==> config.mk <==
export PLATFORM = sky130hd
export DESIGN_NAME = core_alu_issue_flat
export DESIGN_NICKNAME = d
export VERILOG_FILES = /design/src/rtl/core_alu_issue_if.sv /design/src/rtl/core_alu_issue.sv /design/src/flat_wrapper.sv
export SDC_FILE = /design/constraint.sdc
export NUM_CORES = 1
export LEC_CHECK = 0
export ABC_AREA = 0
export BUFFER_PORTS_ARGS = -buffer_cell sky130_fd_sc_hd__buf_2
export CORE_UTILIZATION = 30
export DETAILED_ROUTE_END_ITERATION = 8
export GPL_ROUTABILITY_DRIVEN = 0
export GPL_TIMING_DRIVEN = 0
export PLACE_DENSITY = 0.66
export SYNTH_ARGS = -nofsm -noshare
export SYNTH_HDL_FRONTEND = slang
export SYNTH_SLANG_ARGS = --single-unit
==> constraint.sdc <==
create_clock -name i_clk -period 3.38 [get_ports i_clk]
set_input_delay 1.014 -clock i_clk [delete_from_list [all_inputs] [get_ports i_clk]]
set_output_delay 1.014 -clock i_clk [all_outputs]
set_load 0.005 [all_outputs]
==> src/rtl/core_alu_issue_if.sv <==
`default_nettype none
// +--------------------------------------------------------------------------+
// | core_alu_issue_if : issue-stage handshake and operand bus                |
// | Rev 1.0                                                                  |
// +--------------------------------------------------------------------------+
interface core_alu_issue_if #(
    parameter int XLEN = 64
);
    logic            i_valid;
    logic            o_ready;
    logic [31:0]     i_instr;
    logic [XLEN-1:0] i_rs1_data;
    logic [XLEN-1:0] i_rs2_data;
    logic [XLEN-1:0] i_pc;
    logic            o_valid;
    logic            i_ready;
    logic [XLEN-1:0] o_alu_srcA;
    logic [XLEN-1:0] o_alu_srcB;
    logic [3:0]      o_alu_control;
    logic            o_alu_isword;
    logic [4:0]      o_rd;
    logic            o_illegal;

    modport master (
        output i_valid, i_instr, i_rs1_data, i_rs2_data, i_pc, i_ready,
        input  o_ready, o_valid, o_alu_srcA, o_alu_srcB, o_alu_control,
               o_alu_isword, o_rd, o_illegal
    );

    modport slave (
        input  i_valid, i_instr, i_rs1_data, i_rs2_data, i_pc, i_ready,
        output o_ready, o_valid, o_alu_srcA, o_alu_srcB, o_alu_control,
               o_alu_isword, o_rd, o_illegal
    );
endinterface
`default_nettype wire

==> src/rtl/core_alu_issue.sv <==
`default_nettype none
// +--------------------------------------------------------------------------+
// | core_alu_issue : RV64 ALU decode/issue stage, registered valid/ready out |
// | Option macro CORE_ALU_ISSUE_SKID_EN adds a skid entry (registered ready) |
// | Rev 1.0                                                                  |
// +--------------------------------------------------------------------------+
module core_alu_issue #(
    parameter int XLEN = 64
) (
    input  wire logic       i_clk,
    input  wire logic       i_rst_n,
    core_alu_issue_if.slave bus
);
    localparam logic [6:0] c_OP        = 7'b0110011;
    localparam logic [6:0] c_OP_IMM    = 7'b0010011;
    localparam logic [6:0] c_OP_32     = 7'b0111011;
    localparam logic [6:0] c_OP_IMM_32 = 7'b0011011;
    localparam logic [6:0] c_LUI       = 7'b0110111;
    localparam logic [6:0] c_AUIPC     = 7'b0010111;
    localparam logic [6:0] c_F7_ALT    = 7'b0100000;

    typedef struct packed {
        logic [XLEN-1:0] src_a;
        logic [XLEN-1:0] src_b;
        logic [3:0]      ctrl;
        logic            isword;
        logic [4:0]      rd;
        logic            illegal;
    } entry_t;

    function automatic logic [3:0] f_ctrl(input logic [2:0] f3, input logic alt);
        case (f3)
            3'b000:  f_ctrl = alt ? 4'b0001 : 4'b0000;
            3'b001:  f_ctrl = 4'b0100;
            3'b010:  f_ctrl = 4'b0101;
            3'b011:  f_ctrl = 4'b1000;
            3'b100:  f_ctrl = 4'b0110;
            3'b101:  f_ctrl = alt ? 4'b1111 : 4'b0111;
            3'b110:  f_ctrl = 4'b0011;
            default: f_ctrl = 4'b0010;
        endcase
    endfunction

    logic [31:0]     w_instr;
    logic [6:0]      w_opcode;
    logic [2:0]      w_f3;
    logic [6:0]      w_f7;
    logic [XLEN-1:0] w_imm_i;
    logic [XLEN-1:0] w_imm_u;
    logic            w_legal;
    entry_t          w_dec;

    assign w_instr  = bus.i_instr;
    assign w_opcode = w_instr[6:0];
    assign w_f3     = w_instr[14:12];
    assign w_f7     = w_instr[31:25];
    assign w_imm_i  = {{(XLEN-12){w_instr[31]}}, w_instr[31:20]};
    assign w_imm_u  = {{(XLEN-32){w_instr[31]}}, w_instr[31:12], 12'b0};

    always_comb begin
        w_dec        = '0;
        w_legal      = 1'b0;
        w_dec.src_a  = bus.i_rs1_data;
        w_dec.ctrl   = f_ctrl(w_f3, 1'b0);
        case (w_opcode)
            c_OP: begin
                w_dec.src_b = bus.i_rs2_data;
                w_dec.ctrl  = f_ctrl(w_f3, w_f7[5]);
                w_legal     = (w_f7 == 7'b0) ||
                              ((w_f7 == c_F7_ALT) && ((w_f3 == 3'b000) || (w_f3 == 3'b101)));
            end
            c_OP_IMM: begin
                w_dec.src_b = w_imm_i;
                w_legal     = 1'b1;
                if (w_f3 == 3'b001) begin
                    w_dec.src_b = {{(XLEN-6){1'b0}}, w_instr[25:20]};
                    w_legal     = (w_instr[31:26] == 6'b000000);
                end else if (w_f3 == 3'b101) begin
                    w_dec.src_b = {{(XLEN-6){1'b0}}, w_instr[25:20]};
                    w_dec.ctrl  = f_ctrl(w_f3, w_instr[30]);
                    w_legal     = (w_instr[31:26] == 6'b000000) ||
                                  (w_instr[31:26] == 6'b010000);
                end
            end
            c_OP_32: begin
                w_dec.isword = 1'b1;
                w_dec.src_b  = bus.i_rs2_data;
                w_dec.ctrl   = f_ctrl(w_f3, w_f7[5]);
                w_legal      = (((w_f3 == 3'b000) || (w_f3 == 3'b101)) &&
                                ((w_f7 == 7'b0) || (w_f7 == c_F7_ALT))) ||
                               ((w_f3 == 3'b001) && (w_f7 == 7'b0));
            end
            c_OP_IMM_32: begin
                w_dec.isword = 1'b1;
                w_dec.src_b  = w_imm_i;
                w_dec.ctrl   = f_ctrl(w_f3, w_instr[30]);
                if (w_f3 == 3'b000) begin
                    w_dec.ctrl = 4'b0000;
                    w_legal    = 1'b1;
                end else if (w_f3 == 3'b001) begin
                    w_dec.src_b = {{(XLEN-5){1'b0}}, w_instr[24:20]};
                    w_legal     = (w_f7 == 7'b0);
                end else if (w_f3 == 3'b101) begin
                    w_dec.src_b = {{(XLEN-5){1'b0}}, w_instr[24:20]};
                    w_legal     = (w_f7 == 7'b0) || (w_f7 == c_F7_ALT);
                end
            end
            c_LUI, c_AUIPC: begin
                w_dec.src_a = (w_opcode == c_AUIPC) ? bus.i_pc : '0;
                w_dec.src_b = w_imm_u;
                w_dec.ctrl  = 4'b0000;
                w_legal     = 1'b1;
            end
            default: w_legal = 1'b0;
        endcase
        // Illegal encodings still flow downstream so the trap is raised in order.
        if (!w_legal) begin
            w_dec         = '0;
            w_dec.illegal = 1'b1;
        end
        w_dec.rd = w_instr[11:7];
    end

    logic   main_valid_q, main_valid_d;
    entry_t main_q, main_d;
    logic   w_accept;
    logic   w_drain;

    assign w_drain = main_valid_q && bus.i_ready;

`ifdef CORE_ALU_ISSUE_SKID_EN
    logic   skid_valid_q, skid_valid_d;
    entry_t skid_q, skid_d;
    logic   ready_q;

    assign bus.o_ready = ready_q;
    assign w_accept    = bus.i_valid && ready_q;

    // Skid can only be full while ready is low, so no accept collides with it.
    always_comb begin
        main_valid_d = main_valid_q;
        main_d       = main_q;
        skid_valid_d = skid_valid_q;
        skid_d       = skid_q;
        if (!main_valid_q || w_drain) begin
            if (skid_valid_q) begin
                main_valid_d = 1'b1;
                main_d       = skid_q;
                skid_valid_d = 1'b0;
            end else begin
                main_valid_d = w_accept;
                if (w_accept) main_d = w_dec;
            end
        end else if (w_accept) begin
            skid_valid_d = 1'b1;
            skid_d       = w_dec;
        end
    end

    always_ff @(posedge i_clk or negedge i_rst_n) begin
        if (!i_rst_n) begin
            main_valid_q <= 1'b0;
            main_q       <= '0;
            skid_valid_q <= 1'b0;
            skid_q       <= '0;
            ready_q      <= 1'b1;
        end else begin
            main_valid_q <= main_valid_d;
            main_q       <= main_d;
            skid_valid_q <= skid_valid_d;
            skid_q       <= skid_d;
            ready_q      <= !skid_valid_d;
        end
    end
`else
    assign bus.o_ready = !main_valid_q || bus.i_ready;
    assign w_accept    = bus.i_valid && bus.o_ready;

    always_comb begin
        main_valid_d = main_valid_q;
        main_d       = main_q;
        if (w_accept) begin
            main_valid_d = 1'b1;
            main_d       = w_dec;
        end else if (w_drain) begin
            main_valid_d = 1'b0;
        end
    end

    always_ff @(posedge i_clk or negedge i_rst_n) begin
        if (!i_rst_n) begin
            main_valid_q <= 1'b0;
            main_q       <= '0;
        end else begin
            main_valid_q <= main_valid_d;
            main_q       <= main_d;
        end
    end
`endif

    assign bus.o_valid       = main_valid_q;
    assign bus.o_alu_srcA    = main_q.src_a;
    assign bus.o_alu_srcB    = main_q.src_b;
    assign bus.o_alu_control = main_q.ctrl;
    assign bus.o_alu_isword  = main_q.isword;
    assign bus.o_rd          = main_q.rd;
    assign bus.o_illegal     = main_q.illegal;
endmodule
`default_nettype wire

==> src/flat_wrapper.sv <==
// flat-port wrapper written by rule: the top's interface ports become plain ports
module core_alu_issue_flat 
#(
    parameter int XLEN = 64
)
  (i_clk, i_rst_n, bus_i_valid, bus_i_instr, bus_i_rs1_data, bus_i_rs2_data, bus_i_pc, bus_i_ready, bus_o_ready, bus_o_valid, bus_o_alu_srcA, bus_o_alu_srcB, bus_o_alu_control, bus_o_alu_isword, bus_o_rd, bus_o_illegal);
  core_alu_issue_if #(.XLEN(XLEN)) bus_i ();
  input  wire logic i_clk;
  input  wire logic i_rst_n;
  input wire logic [$bits(bus_i.i_valid)-1:0] bus_i_valid;
  input wire logic [$bits(bus_i.i_instr)-1:0] bus_i_instr;
  input wire logic [$bits(bus_i.i_rs1_data)-1:0] bus_i_rs1_data;
  input wire logic [$bits(bus_i.i_rs2_data)-1:0] bus_i_rs2_data;
  input wire logic [$bits(bus_i.i_pc)-1:0] bus_i_pc;
  input wire logic [$bits(bus_i.i_ready)-1:0] bus_i_ready;
  output wire logic [$bits(bus_i.o_ready)-1:0] bus_o_ready;
  output wire logic [$bits(bus_i.o_valid)-1:0] bus_o_valid;
  output wire logic [$bits(bus_i.o_alu_srcA)-1:0] bus_o_alu_srcA;
  output wire logic [$bits(bus_i.o_alu_srcB)-1:0] bus_o_alu_srcB;
  output wire logic [$bits(bus_i.o_alu_control)-1:0] bus_o_alu_control;
  output wire logic [$bits(bus_i.o_alu_isword)-1:0] bus_o_alu_isword;
  output wire logic [$bits(bus_i.o_rd)-1:0] bus_o_rd;
  output wire logic [$bits(bus_i.o_illegal)-1:0] bus_o_illegal;
  assign bus_i.i_valid = bus_i_valid;
  assign bus_i.i_instr = bus_i_instr;
  assign bus_i.i_rs1_data = bus_i_rs1_data;
  assign bus_i.i_rs2_data = bus_i_rs2_data;
  assign bus_i.i_pc = bus_i_pc;
  assign bus_i.i_ready = bus_i_ready;
  assign bus_o_ready = bus_i.o_ready;
  assign bus_o_valid = bus_i.o_valid;
  assign bus_o_alu_srcA = bus_i.o_alu_srcA;
  assign bus_o_alu_srcB = bus_i.o_alu_srcB;
  assign bus_o_alu_control = bus_i.o_alu_control;
  assign bus_o_alu_isword = bus_i.o_alu_isword;
  assign bus_o_rd = bus_i.o_rd;
  assign bus_o_illegal = bus_i.o_illegal;
  core_alu_issue #(.XLEN(XLEN)) u_core (.i_clk(i_clk), .i_rst_n(i_rst_n), .bus(bus_i));
endmodule
## Yosys cells after proc, flatten, opt, wreduce, memory -nomap -nowiden

Cells that the tools add are included.

- Register bits: 140
- Bits in latches: 0
- RAM bits: 0
- ROM bits: 0
- Bits of input ports: 228
- Output and inout bits: 141
- Logic and storage cells: 65
- Memories kept: 0

- Add/sub/neg operators: 0
- $mul: 0
- Div/mod/pow operators: 0
- Order comparisons: 0
- Eq/ne operators: 14
- Shift-type cells: 0
- Multiplexer cells: 25
- Bitwise logic cells: 0
- Reductions and logical operators: 19

Operator list:

| cell | count |
|---|---|
| 2-to-1 mux 64 bit | 6 |
| case mux 68 bit (4 select lines) | 1 |
| 2-to-1 mux 139 bit | 1 |
| 2-to-1 mux 68 bit | 1 |
| case mux 4 bit (7 select lines) | 2 |
| equality test 7 x 6 -> 1 bit (second input constant) | 4 |
| case mux 4 bit (6 select lines) | 1 |
| equality test 7 x 5 -> 1 bit (second input constant) | 3 |
| 2-to-1 mux 4 bit | 3 |
| equality test 3 bit (second input constant) | 3 |
| 2-to-1 mux 1 bit | 9 |
| logical NOT 7 bit | 1 |
| equality test 3 x 2 -> 1 bit (second input constant) | 2 |
| equality test 6 x 5 -> 1 bit (second input constant) | 1 |
| logical NOT 6 bit | 1 |
| logical OR 1 bit | 6 |
| OR reduction 2 bit | 3 |
| logical AND 1 bit | 5 |
| case mux 1 bit (5 select lines) | 1 |
| equality test 3 x 1 -> 1 bit (second input constant) | 1 |
| logical NOT 3 bit | 1 |
| nonzero test 2 bit | 1 |
| logical NOT 1 bit | 1 |

## Depth between registers and ports, before layout

- Depth after elaboration: 7
- Depth in mapped cells: 8
- Mapped depth without buffers: 5

## Worst setup path before layout

Ideal clock, no wire load.

- Path type: input to register
- Start point: in bus_i_instr[14]
- End point: reg u_core.main_q, in the netlist u_core.bus.o_alu_control[1]
- Setup time: 0.092 ns
- Arrival time: 2.433 ns
- Required time: 3.288 ns
- Setup slack: 0.855 ns
- Cell stages on the path: 8
- Buffers on the path: 3
- Cell sequence: clkbuf_1 nand2b_1 a41oi_1 nor4b_4 o21ai_2 buf_6 buf_6 o31ai_2

- Cells in the longest elaborated chain, start to end: 6
- Elaborated cells on any way between the ends: 27
- Classes of those cells: eq/ne: 6; mux: 14; reduce/logical: 7

Ends and longest elaborated chain:

| what | line | RTL |
|---|---|---|
| from (decl) | flat_wrapper.sv:11 | `input wire logic [$bits(bus_i.i_instr)-1:0] bus_i_instr;` |
| equality test 3 bit, or another cell as far along | core_alu_issue.sv:32 | `case (f3)` |
| case mux 4 bit (7 select lines), or another cell as far along | core_alu_issue.sv:32 |  |
| 2-to-1 mux 68 bit, or another cell as far along | core_alu_issue.sv:78 | `end else if (w_f3 == 3'b101) begin` |
| 2-to-1 mux 4 bit, or another cell as far along | core_alu_issue.sv:75 | `if (w_f3 == 3'b001) begin` |
| case mux 68 bit (4 select lines) / case mux 1 bit (5 select lines) (equally long branches) | core_alu_issue.sv:65 | `case (w_opcode)` |
| 2-to-1 mux 139 bit * | core_alu_issue.sv:117 | `if (!w_legal) begin` |
| to (signal assigned) | core_alu_issue.sv:196 | `main_q <= main_d;` |
| to (decl) | core_alu_issue.sv:125 | `entry_t main_q, main_d;` |

Every way passes the cells marked *; elsewhere a longest branch is shown, timed or not.
A chain may end at the register's enable or synchronous reset.

## Worst setup path in the final report

- Start point: in bus_i_instr[5]
- End point: reg u_core.main_q, in the netlist u_core.bus.o_alu_srcB[62]

- Cells in the longest elaborated chain, start to end: 4
- Elaborated cells on any way between the ends: 11
- Classes of those cells: eq/ne: 6; mux: 3; reduce/logical: 2

Ends and longest elaborated chain:

| what | line |
|---|---|
| equality test 7 x 6 -> 1 bit / equality test 7 x 5 -> 1 bit (equally long branches) | core_alu_issue.sv:65 |
| OR reduction 2 bit (on tied branches) | -- |
| case mux 1 bit (5 select lines) / case mux 68 bit (4 select lines) (equally long branches) | core_alu_issue.sv:65 |
| 2-to-1 mux 139 bit * | core_alu_issue.sv:117 |

Marks and branches as above.

==> impl_summary.md <==
Floorplanning
The die extent in x is 151 µm. The die area is 22700 µm². The floorplan step defined a core boundary enclosing 21800 µm². In this run the count of I/O pins placed on the die edge is 369.

For this configuration, the core starts out at a cell density of 0.305. The initialized floorplan defines 54 standard-cell rows. The die span in y is 151 µm.

Placement
Timing analysis after detailed placement gives a worst setup slack of -330 ps. In this run the tool buffered the top-level ports with 366 buffer cells. The HPWL after detailed placement is 20.0 mm.

The number of instances in the placed design is 1378.

Global routing
For met1 alone, demand over resource in global routing was 0.259. The overall routing resource usage is 0.223. The global-route wire length before repair is 37.6 mm. The met3 capacity usage during global routing is 0.0552.

The maximum number of pins on one net before global-route repair is 72. The overflow left after global routing is 0. The initial antenna violation count was 2. The global routing's busiest layer is met2. For this run, global-route usage on met2 was measured as 0.399. The via count of the first global-routing pass is 6677.

Power and ir drop
Summing internal, switching and leakage power gives 4.26 mW. The power density over the cells is 451 nW/µm². The worst ir drop on vdd is 0.244 mV.

The analysis attributes to cell leakage a power of 4.67 nW.

Synthesis
The net count of the mapped netlist is 959. The most used flip-flop cell after synthesis is sky130_fd_sc_hd__dfrtp_1. The synthesized design contains 140 register bits. The mapped netlist covers 6630 µm². For this run, the number of Yosys warnings is 0. The fraction of the yosys area taken by sequential cells is 0.528. Of all flip-flops after synthesis, the portion carrying an async set or reset was 1.00.

The post-synthesis average cell area is 9.08 µm². The distinct cell type count after synthesis is 38. After technology mapping, the gate count stands at 731. In this run, synthesis inferred 0 flip-flops with an integrated enable.

Timing
The setup clock skew after layout is 9.66 ps. After layout, the worst setup slack is 121 ps. The hold violation count in the final report came to 0.

The count of final max-slew check failures was 0. The clock period could shrink to 3260 ps. For this run, the top clock speed supported by timing is 307 MHz. The share of the cycle needed by the critical path after routing is 0.964. The number of failing setup endpoints in the final timing report is 0. The worst pin sits at a relative slew slack of 0.389. Setup repair after global routing left no endpoint under its margin. At the pin with the least slew margin, the transition time is 908 ps.

Clocking
The clock tree buffer depth is 2. The number of clock buffers added by TritonCTS is 17. Buffers inserted to repair hold after CTS numbered 0. The number of gates resized after CTS is 0. The clock net sink count is 140. Clock latency on the worst-skew pair, taken at its later pin, is 410 ps.

After clock tree synthesis, the clock-pin slew on the worst setup and hold paths is 70 ps. The number of levels in the clock H-tree is 4. The number of setup buffers added after CTS is 0.

TritonCTS built the clock tree. The clock root buffer is sky130_fd_sc_hd__clkbuf_16.

Critical path
The category of the worst setup path launch point is a primary input. For the worst setup path, the data required time is 3640 ps. Among cell families on the critical path, the largest total delay comes from buffers and inverters. The largest fanout on the critical path is 10. The worst setup path is captured at a register. Walking the worst path, the cells encountered are buf_2, buf_1, nor4_2, a21o_1, a21oi_1, clkbuf_1, a211oi_1. The slowest stage of the critical path belongs to the cell sky130_fd_sc_hd__buf_1. The largest stage delay on the critical path is 660 ps. Data arrives at the worst endpoint at 3520 ps.

The buffer and inverter count on the worst path is 3. The startpoint-to-endpoint class of the critical path is in -> reg.

Cells and area
The layout has 2241 filler cells. The multi-input gate area in the final layout is 2840 µm². Of the cells placed in the final design, the portion with a size suffix greater than 1 is 0.365.

The net count of the finished layout is 1345. The area occupied by registers is 3500 µm². The area overhead of the layout relative to synthesis is 42.3%. The finished layout holds 1412 standard cells, fillers aside.

Route
The first-pass iteration count of the detailed router is 4. The mean routed wirelength per cell is 18.4 µm. After detailed routing, the number of remaining DRC violations is 0.

The routed via count is 7080. The remaining number of nets flagged by the antenna check after routing is 0. The detailed-route wire length is 26.0 mm. The detailed router's first-iteration violation count is 287. The via-per-instance ratio is 5.01.

Status
The run finished with clean final reports.

Hold path
The worst hold path class is reg -> reg.

Run
The tool flagged a number of max-cap violations equal to 0.
-- per-layer routing --
metal / up-vias / routed length, µm
li1: 3357 / -
met1: 3375 / 10500
met2: 319 / 13200
met3: 29 / 1880
met4: 0 / 464
met5: - / 0
-- metrics by stage --
step	hold WS, ps	instance area [µm²]	utilization	setup TNS (ps)
after floorplan	463	6630	-	0
after global placement	455	8820	0.405	-110520
after detailed placement	460	8850	0.407	-9700
after CTS	475	9430	0.434	0
after global routing	494	9440	0.434	0
final	473	9440	0.434	0
-- layout make-up --
cell class | instances | share of cell area
Sequential cell | 140 | 0.371
Multi-Input combinational cell | 519 | 0.301
Timing Repair Buffer | 367 | 0.198
Clock buffer | 19 | 0.0469
Tap cell | 280 | 0.0371
Buffer | 67 | 0.0292
Clock inverter | 12 | 0.0147
Inverter | 5 | 0.00199
Antenna cell | 3 | 0.000795
-- sequential cells by signal, summed over array words and instances, names as in the netlist --
signal and flops:
u_core.bus.o_illegal 1, u_core.bus.o_valid 1, u_core.bus.o_alu_srcB 64, u_core.bus.o_rd 5
u_core.bus.o_alu_control 4, u_core.bus.o_alu_srcA 64, u_core.bus.o_alu_isword 1
-- logic make-up (layout without fill, tap and decap cells) --
group                  after synthesis  in the layout  share of synthesized area
AO/OA/AOI/OAI                      216            216                      0.196
buffers and inverters               72            470                     0.0443
multiplexers                         5              5                    0.00754
flip-flops                         140            140                      0.528
other                                0              3                          0
XOR/XNOR                             2              2                    0.00264
AND/OR/NAND/NOR                    296            296                      0.222
-- cells in the mapped netlist, types with 2 or more instances --
library cell	n	share of area
sky130_fd_sc_hd__o21ai_1	9	0.0068
sky130_fd_sc_hd__nand2_1	132	0.075
sky130_fd_sc_hd__a21o_1	2	0.0023
sky130_fd_sc_hd__a21oi_1	68	0.051
sky130_fd_sc_hd__a22oi_1	6	0.0068
sky130_fd_sc_hd__dfrtp_1	140	0.53
sky130_fd_sc_hd__nand3_1	2	0.0015
sky130_fd_sc_hd__nor4_2	2	0.0038
sky130_fd_sc_hd__nor2b_1	3	0.0028
sky130_fd_sc_hd__o21ai_0	63	0.048
sky130_fd_sc_hd__nor3_1	21	0.016
sky130_fd_sc_hd__a211oi_1	34	0.038
sky130_fd_sc_hd__buf_2	7	0.0053
sky130_fd_sc_hd__buf_1	2	0.0011
sky130_fd_sc_hd__nor2_1	58	0.033
sky130_fd_sc_hd__o31ai_1	9	0.010
sky130_fd_sc_hd__a31oi_1	2	0.0019
sky130_fd_sc_hd__nand2b_1	5	0.0047
sky130_fd_sc_hd__mux2i_1	5	0.0075
sky130_fd_sc_hd__nor3b_1	64	0.072
sky130_fd_sc_hd__buf_6	2	0.0034
sky130_fd_sc_hd__clkbuf_1	56	0.032
sky130_fd_sc_hd__a221oi_1	19	0.025
sky130_fd_sc_hd__xnor2_1	2	0.0026
sky130_fd_sc_hd__inv_1	5	0.0028
-- tightest hold or removal path, delay by kind of cell (launching register included) --
kind / cells / cell delay [ps]
flops: 1 / 340
simple gates: 1 / 50
compound gates: 1 / 50
-- path summary, 6_finish.rpt --
path | startpoint | endpoint | slack, ps | depth (start not counted)
worst max-delay path | bus_i_instr[5] | u_core.bus.o_alu_srcB[62] | 120 | 7
worst min-delay path | u_core.bus.o_alu_srcB[1] | u_core.bus.o_alu_srcB[1] | 470 | 2
worst max register to register | u_core.bus.o_valid | u_core.bus.o_alu_srcB[62] | 840 | 6
worst min register to register | u_core.bus.o_alu_srcB[1] | u_core.bus.o_alu_srcB[1] | 470 | 2
max in group asynchronous | i_rst_n | u_core.bus.o_alu_srcB[40] | 1970 | 2
min in group asynchronous | i_rst_n | u_core.bus.o_alu_srcA[19] | 590 | 1
-- cells in the final DEF, fill, tap and decap left out, types with 17 or more instances in the layout --
master / count
sky130_fd_sc_hd__buf_2: 372
sky130_fd_sc_hd__a211oi_1: 34
sky130_fd_sc_hd__nand2_1: 132
sky130_fd_sc_hd__nor3_1: 21
sky130_fd_sc_hd__clkbuf_1: 57
sky130_fd_sc_hd__o21ai_0: 63
sky130_fd_sc_hd__clkbuf_16: 17
sky130_fd_sc_hd__a21oi_1: 68
sky130_fd_sc_hd__a221oi_1: 19
sky130_fd_sc_hd__nor2_1: 58
sky130_fd_sc_hd__dfrtp_1: 140
sky130_fd_sc_hd__nor3b_1: 64
-- where the power goes --
group          leakage [nW]  total, mW  switching (mW)  internal [mW]
Sequential             1.89       1.80          0.0461           1.76
Clock                 0.272       1.88           0.771           1.11
Combinational          2.51      0.573           0.318          0.255
Total                  4.67       4.26            1.14           3.12
Power figures use the tool's default switching activity.
